### src/rtl/mux3_sel_pkg.sv
// Shared types and helpers for the round-robin 3:1 mux select generator.
package mux3_sel_pkg;

    typedef enum logic {
        IDLE = 1'b0,
        BUSY = 1'b1
    } state_t;

    localparam logic [1:0] SEL_I0 = 2'b00;
    localparam logic [1:0] SEL_I1 = 2'b10;
    localparam logic [1:0] SEL_I2 = 2'b11;

    // Source index to {s0,s1}; the 2'b01 code is never produced.
    function automatic logic [1:0] idx_to_sel(input logic [1:0] idx);
        case (idx)
            2'd1:    return SEL_I1;
            2'd2:    return SEL_I2;
            default: return SEL_I0;
        endcase
    endfunction

    function automatic logic [2:0] idx_to_onehot(input logic [1:0] idx);
        case (idx)
            2'd0:    return 3'b001;
            2'd1:    return 3'b010;
            2'd2:    return 3'b100;
            default: return 3'b000;
        endcase
    endfunction

    // (idx + step) mod 3 for idx in 0..3 and step in 0..3.
    function automatic logic [1:0] wrap3(input logic [1:0] idx, input logic [1:0] step);
        logic [2:0] s;
        s = 3'(idx) + 3'(step);
        if (s >= 3'd3) s = s - 3'd3;
        if (s >= 3'd3) s = s - 3'd3;
        return s[1:0];
    endfunction

endpackage

### src/rtl/mux3_rr_select_if.sv
// Request/grant/select bundle between the requesters, the select generator and the mux.
interface mux3_rr_select_if #(
    parameter int unsigned BURST_LEN = 4
);
    localparam int unsigned CNT_W = $clog2(BURST_LEN + 1);

    logic [2:0]       req;
    logic [2:0]       req_last;
    logic             out_ready;
    logic             s0;
    logic             s1;
    logic [2:0]       gnt;
    logic             out_valid;
    logic [CNT_W-1:0] beat_cnt;

    modport master (
        output req, req_last, out_ready,
        input  s0, s1, gnt, out_valid, beat_cnt
    );

    modport slave (
        input  req, req_last, out_ready,
        output s0, s1, gnt, out_valid, beat_cnt
    );
endinterface

### src/rtl/rr_pick3.sv
// Combinational round-robin picker: first requester strictly after ptr, wrapping 0->1->2->0.
module rr_pick3
    import mux3_sel_pkg::*;
(
    input  logic [2:0] req,
    input  logic [1:0] ptr,
    output logic       any,
    output logic [1:0] idx
);

    logic [1:0] c1;
    logic [1:0] c2;
    logic [1:0] c3;

    assign c1 = wrap3(ptr, 2'd1);
    assign c2 = wrap3(ptr, 2'd2);
    assign c3 = wrap3(ptr, 2'd3);

    // c3 is the pointer itself: the last holder wins only when alone.
    always_comb begin
        any = 1'b0;
        idx = 2'd0;
        if (|(req & idx_to_onehot(c1))) begin
            any = 1'b1;
            idx = c1;
        end else if (|(req & idx_to_onehot(c2))) begin
            any = 1'b1;
            idx = c2;
        end else if (|(req & idx_to_onehot(c3))) begin
            any = 1'b1;
            idx = c3;
        end
    end

endmodule

### src/rtl/mux3_rr_select.sv
// Round-robin select generator for a 3:1 mux; holds the select for a whole burst.
module mux3_rr_select
    import mux3_sel_pkg::*;
#(
    parameter int unsigned BURST_LEN = 4
) (
    input  logic              clk,
    input  logic              rst_n,
    mux3_rr_select_if.slave   bus
);

    localparam int unsigned CNT_W = $clog2(BURST_LEN + 1);
    localparam logic [CNT_W-1:0] CNT_LAST = CNT_W'(BURST_LEN - 1);

    state_t           state_q, state_d;
    logic [1:0]       ptr_q, ptr_d;
    logic [1:0]       gidx_q, gidx_d;
    logic [2:0]       gnt_q, gnt_d;
    logic [1:0]       sel_q, sel_d;
    logic [CNT_W-1:0] cnt_q, cnt_d;

    logic       valid_c;
    logic       xfer_c;
    logic       last_c;
    logic       abandon_c;
    logic       burst_end_c;
    logic [1:0] pick_ptr_c;
    logic       pick_any_c;
    logic [1:0] pick_idx_c;

    // The grant register is one-hot, so masking with it selects the granted bit.
    assign valid_c     = (state_q == BUSY) && |(bus.req & gnt_q);
    assign xfer_c      = valid_c && bus.out_ready;
    assign last_c      = xfer_c && ((cnt_q == CNT_LAST) || |(bus.req_last & gnt_q));
    assign abandon_c   = (state_q == BUSY) && !(|(bus.req & gnt_q));
    assign burst_end_c = last_c || abandon_c;

    // At burst end the pointer is about to become the granted index; arbitrate with it now.
    assign pick_ptr_c = (state_q == BUSY) ? gidx_q : ptr_q;

    rr_pick3 u_pick (
        .req (bus.req),
        .ptr (pick_ptr_c),
        .any (pick_any_c),
        .idx (pick_idx_c)
    );

    always_comb begin
        state_d = state_q;
        ptr_d   = ptr_q;
        gidx_d  = gidx_q;
        gnt_d   = gnt_q;
        sel_d   = sel_q;
        cnt_d   = cnt_q;
        case (state_q)
            IDLE: begin
                if (pick_any_c) begin
                    state_d = BUSY;
                    gidx_d  = pick_idx_c;
                    gnt_d   = idx_to_onehot(pick_idx_c);
                    sel_d   = idx_to_sel(pick_idx_c);
                    cnt_d   = '0;
                end
            end
            BUSY: begin
                if (burst_end_c) begin
                    ptr_d = gidx_q;
                    cnt_d = '0;
                    if (pick_any_c) begin
                        gidx_d = pick_idx_c;
                        gnt_d  = idx_to_onehot(pick_idx_c);
                        sel_d  = idx_to_sel(pick_idx_c);
                    end else begin
                        state_d = IDLE;
                        gnt_d   = '0;
                    end
                end else if (xfer_c) begin
                    cnt_d = cnt_q + CNT_W'(1);
                end
            end
            default: begin
                state_d = IDLE;
                gnt_d   = '0;
                cnt_d   = '0;
            end
        endcase
    end

    // Pointer resets to 2 so source 0 wins the first arbitration.
    always_ff @(posedge clk or negedge rst_n) begin
        if (!rst_n) begin
            state_q <= IDLE;
            ptr_q   <= 2'd2;
            gidx_q  <= 2'd0;
            gnt_q   <= '0;
            sel_q   <= SEL_I0;
            cnt_q   <= '0;
        end else begin
            state_q <= state_d;
            ptr_q   <= ptr_d;
            gidx_q  <= gidx_d;
            gnt_q   <= gnt_d;
            sel_q   <= sel_d;
            cnt_q   <= cnt_d;
        end
    end

    assign bus.s0        = sel_q[1];
    assign bus.s1        = sel_q[0];
    assign bus.gnt       = gnt_q;
    assign bus.out_valid = valid_c;
    assign bus.beat_cnt  = cnt_q;

endmodule
### src/flat_wrapper.sv
// flat-port wrapper written by rule: the top's interface ports become plain ports
module mux3_rr_select_flat import mux3_sel_pkg::*;
#(
    parameter int unsigned BURST_LEN = 4
)
  (clk, rst_n, bus_req, bus_req_last, bus_out_ready, bus_s0, bus_s1, bus_gnt, bus_out_valid, bus_beat_cnt);
  mux3_rr_select_if #(.BURST_LEN(BURST_LEN)) bus_i ();
  input  logic clk;
  input  logic rst_n;
  input wire logic [$bits(bus_i.req)-1:0] bus_req;
  input wire logic [$bits(bus_i.req_last)-1:0] bus_req_last;
  input wire logic [$bits(bus_i.out_ready)-1:0] bus_out_ready;
  output wire logic [$bits(bus_i.s0)-1:0] bus_s0;
  output wire logic [$bits(bus_i.s1)-1:0] bus_s1;
  output wire logic [$bits(bus_i.gnt)-1:0] bus_gnt;
  output wire logic [$bits(bus_i.out_valid)-1:0] bus_out_valid;
  output wire logic [$bits(bus_i.beat_cnt)-1:0] bus_beat_cnt;
  assign bus_i.req = bus_req;
  assign bus_i.req_last = bus_req_last;
  assign bus_i.out_ready = bus_out_ready;
  assign bus_s0 = bus_i.s0;
  assign bus_s1 = bus_i.s1;
  assign bus_gnt = bus_i.gnt;
  assign bus_out_valid = bus_i.out_valid;
  assign bus_beat_cnt = bus_i.beat_cnt;
  mux3_rr_select #(.BURST_LEN(BURST_LEN)) u_core (.clk(clk), .rst_n(rst_n), .bus(bus_i));
endmodule
### config.mk
export PLATFORM = sky130hd
export DESIGN_NAME = mux3_rr_select_flat
export DESIGN_NICKNAME = d
export VERILOG_FILES = /design/src/rtl/mux3_sel_pkg.sv /design/src/rtl/mux3_rr_select_if.sv /design/src/rtl/rr_pick3.sv /design/src/rtl/mux3_rr_select.sv /design/src/flat_wrapper.sv
export SDC_FILE = /design/constraint.sdc
export NUM_CORES = 1
export LEC_CHECK = 0
export ABC_CLOCK_PERIOD_IN_PS = 5800
export CAP_MARGIN = 0
export CORE_ASPECT_RATIO = 0.75
export CORE_MARGIN = 4
export CORE_UTILIZATION = 50
export CTS_BUF_LIST = sky130_fd_sc_hd__clkbuf_8
export DETAILED_ROUTE_END_ITERATION = 10
export GPL_TIMING_DRIVEN = 0
export PLACE_DENSITY = 0.76
export SYNTH_ARGS = -nofsm -noshare
export SYNTH_HDL_FRONTEND = slang
export SYNTH_HIERARCHICAL = 1
export SYNTH_SLANG_ARGS = --single-unit
### constraint.sdc
create_clock -name clk -period 5.8 [get_ports clk]
set_input_delay 1.16 -clock clk [delete_from_list [all_inputs] [get_ports clk]]
set_output_delay 1.16 -clock clk [all_outputs]
set_load 0.01 [all_outputs]
==> parameters.txt <==
Parameter                              Value

Outcome
  Run status ... completed

Power
  Proportion of power drawn by flip-flops and latches ... about a fifth
  Power Dens Cells ... just under 600 mW/mm²
  Cell-internal power ... about 0.41 mW
  Combinational fraction of design power ... about two thirds
  Switching power ... 0.314 mW
  Leakage ... between 0.5 and 0.6 nW
  Portion of total power attributed to the clock network ... roughly 11%
  Worst supply voltage drop on vdd ... about 0.38 mV
  Net Sw Frac ... a little over two fifths

Route
  Total wire length after detailed routing ... roughly 2.2 mm
  Routed len/inst ... 14.9 µm
  First DRT Iteration DRCs ... between 40 and 50
  DRC ... 0
  Per-cell via count in the routed design ... approximately 5.9
  Post-detailed-route count of antenna-violating nets ... 0
  Drt first pass iters ... 4
  Total via count after detailed routing ... roughly 900

Timing
  Post-layout minimum cycle time ... roughly 4.3 ns
  Fin. max-slew vios ... 0
  Number of setup violations in the final report ... 0
  Actual slew at the worst max-slew pin ... 0.606 ns
  Highest clock rate ... 234 MHz
  Post-Route Hold Slack ... ~0.51 ns
  Post-route clock period utilization ... around three quarters
  Hold violation total from the final report ... 0
  Max-slew headroom at the worst pin ... 59.5%
  Final setup skew ... between 0.001 and 0.0015 ns
  Post-Route Setup TNS ... 0 ns
  Setup repair after global routing missed its margin ... no

Clock network
  CTS tree ... built
  Count of buffers added by post-CTS timing repair for setup ... 0
  Number of buffers between clock root and the deepest sink ... 2
  Cell chosen for the clock root ... clkbuf_8
  TritonCTS buffer count ... 3
  Number of levels the H-tree was split into ... 1
  Clk_lat worst skew ... roughly 0.24 ns
  Clock Sinks ... 13
  # resized after CTS ... 0
  Clock transition at the register clock pins on the worst setup and hold paths after CTS ... approximately 0.050 ns
  Number of hold buffers added after cts ... 0

Die
  IO Pins ... 18
  Initial core utilization ... a little under three fifths
  Die height ... 46.9 µm
  Die area ... 0.00281 mm²
  Floorplan core area ... 0.00182 mm²
  Standard-cell row count ... 13
  Die span in x ... 59.9 µm

Run
  Reported max-cap violation count ... 0

Setup path
  Worst reg2reg endpoint ... u_core/bus.gnt[0]
  Startpoint-to-endpoint class of the critical path ... in -> out
  Worst path arrival time ... 3.12 ns
  Worst R2R Path Depth ... 12
  Crit path max fanout ... 8
  Source of the critical timing path ... bus_req[0]
  Required arrival time at the worst endpoint ... approximately 4.6 ns
  R2r setup slk ... between 2 and 3 ns
  Capturing instance or port of the critical path ... bus_out_valid
  Worst setup SP type ... input port
  Capturing element type of the critical path ... primary output
  R2r startpoint ... u_core/state_q

Global routing
  Total routing usage reported by global routing ... between 10% and 20%
  Largest net degree at the start of global routing ... 14
  Via count of the first global-routing pass ... 805
  Remaining global-route overflow ... 0
  Antenna violations before repair ... 0
  Global-route wire length before repair ... around 3.5 mm

Synth
  Leading post-synthesis cells by cell area ... dfrtp_1 30%, ha_1 11%, mux2_2 8.9%
  Dominant register cell in the synthesized netlist ... dfrtp_1
  Post-synthesis instance area ... slightly above 0.001 mm²
  Library cells used by synthesis ... 42
  EDFF count, synth ... 0
  Share of the yosys chip area belonging to registers ... ~32%
  Post-synth top cells ... 12 x dfrtp_1, 12 x nand2_1, 9 x ha_1, 9 x inv_1, 8 x mux2_2
  Avg Inst Size Synth ... ~9.5 µm²
  Post-synthesis async set-or-reset flop share ... 100%
  Synth warn ... 6
  Post-synthesis sequential element count ... 13
  Cell accounting for the most synthesized area ... dfrtp_1
  Cell count after synthesis ... between 100 and 150
  Net count after synthesis ... 124
  Share of the synthesized area in the top cell type ... around 30%

Finish
  Total inserted antenna cells ... 0
  Total number of nets in the final design ... around 150
  Area growth, synth to finish ... 24.2%
  Fraction of final layout cells with drive strength greater than 1 ... between 10% and 20%
  Utilization after layout ... between 60% and 70%
  Number of filler cells placed in the layout ... 154

Place
  GP Congestion ... between 0.9 and 1
  DP Wirelength ... about 1.8 mm
  Total of buffers placed on input and output ports ... 17

Worst hold path
  Worst min-delay path class ... reg -> reg
==> worst min-delay path by stage <==
stage	slack (ns)	cells past startpoint	end	start
floorplan	0.48	1	u_core/ptr_q[0]	u_core/ptr_q[0]
global placement	0.48	1	u_core/ptr_q[0]	u_core/ptr_q[0]
detailed placement	0.50	1	u_core/ptr_q[0]	u_core/ptr_q[0]
CTS	0.51	1	u_core/ptr_q[0]	u_core/ptr_q[0]
global route	0.52	1	u_core/sel_q[1]	u_core/sel_q[1]
finish	0.51	1	u_core/ptr_q[0]	u_core/ptr_q[0]
==> through the flow <==
step | area (µm²) | power (mW) | instances | worst slack [ns]
finish | 1250 | 0.727 | 149 | 1.52
global route | 1250 | 0.778 | 149 | 1.44
CTS | 1250 | 0.723 | 149 | 1.54
detailed placement | 1210 | 0.642 | 145 | 1.54
global placement | 1210 | 0.627 | 145 | 1.53
floorplan | 1010 | 0.510 | 106 | 2.80
==> power groups by stage <==
stage               logic, mW  clock network [mW]  registers [mW]
floorplan               0.352                   0           0.158
finish                  0.492              0.0809           0.154
global route            0.534              0.0855           0.158
detailed placement      0.485                   0           0.157
CTS                     0.486              0.0822           0.155
global placement        0.474                   0           0.153
==> cell families after synthesis <==
group           count (synthesis)  synth area share (%)
simple gates                   35                  20.7
compound gates                 30                  22.5
flops                          13                  32.4
buf+inv                        11                  4.34
mux                             8                  8.93
fa+ha+maj                       9                  11.2
==> metal layers <==
layer	part of all wire [%]	global-route usage [%]	vias up
met5	0	0	-
met4	0.72	6.64	0
met3	7.4	4.95	2
met2	44	27.4	30
met1	48	22.6	415
li1	-	-	430
==> cell usage in the layout (no fill, tap or decap), drive strengths merged, types with 2 or more instances in the layout <==
cell type and n:
clkdlybuf4s50 17, nor2 3, a21o 2, o21ai 5
o31ai 2, a211o 3, clkbuf 4, nand2 12
or2b 2, inv 9, nand2b 4, a21oi 7
dfrtp 12, nand3b 2, ha 9, and4bb 3
nand3 2, mux2 8
==> final cells by class <==
cell class | instances | area [µm²] | share of cell area, %
buffer | 2 | 10.0 | 0.799
clock buffer | 3 | 41.3 | 3.30
clock inverter | 1 | 5.00 | 0.400
inverter | 9 | 33.8 | 2.70
multi-input combinational | 82 | 638 | 50.9
sequential | 13 | 327 | 26.1
tap | 22 | 27.5 | 2.20
timing repair buffer | 17 | 170 | 13.6
==> flip-flops by register name (all words and copies together) (netlist names) <==
signal	cells
u_core/gidx_q	2
u_core/bus.gnt	3
u_core/bus.beat_cnt	3
u_core/sel_q	2
u_core/state_q	1
u_core/ptr_q	2
==> worst max-delay path, cell delays in order <==
cell and delay, ns:
clkdlybuf4s50_1 0.54, a222oi_1 0.60, or2b_2 0.27, inv_1 0.07, clkdlybuf4s50_1 0.48
Power figures use the tool's default switching activity.
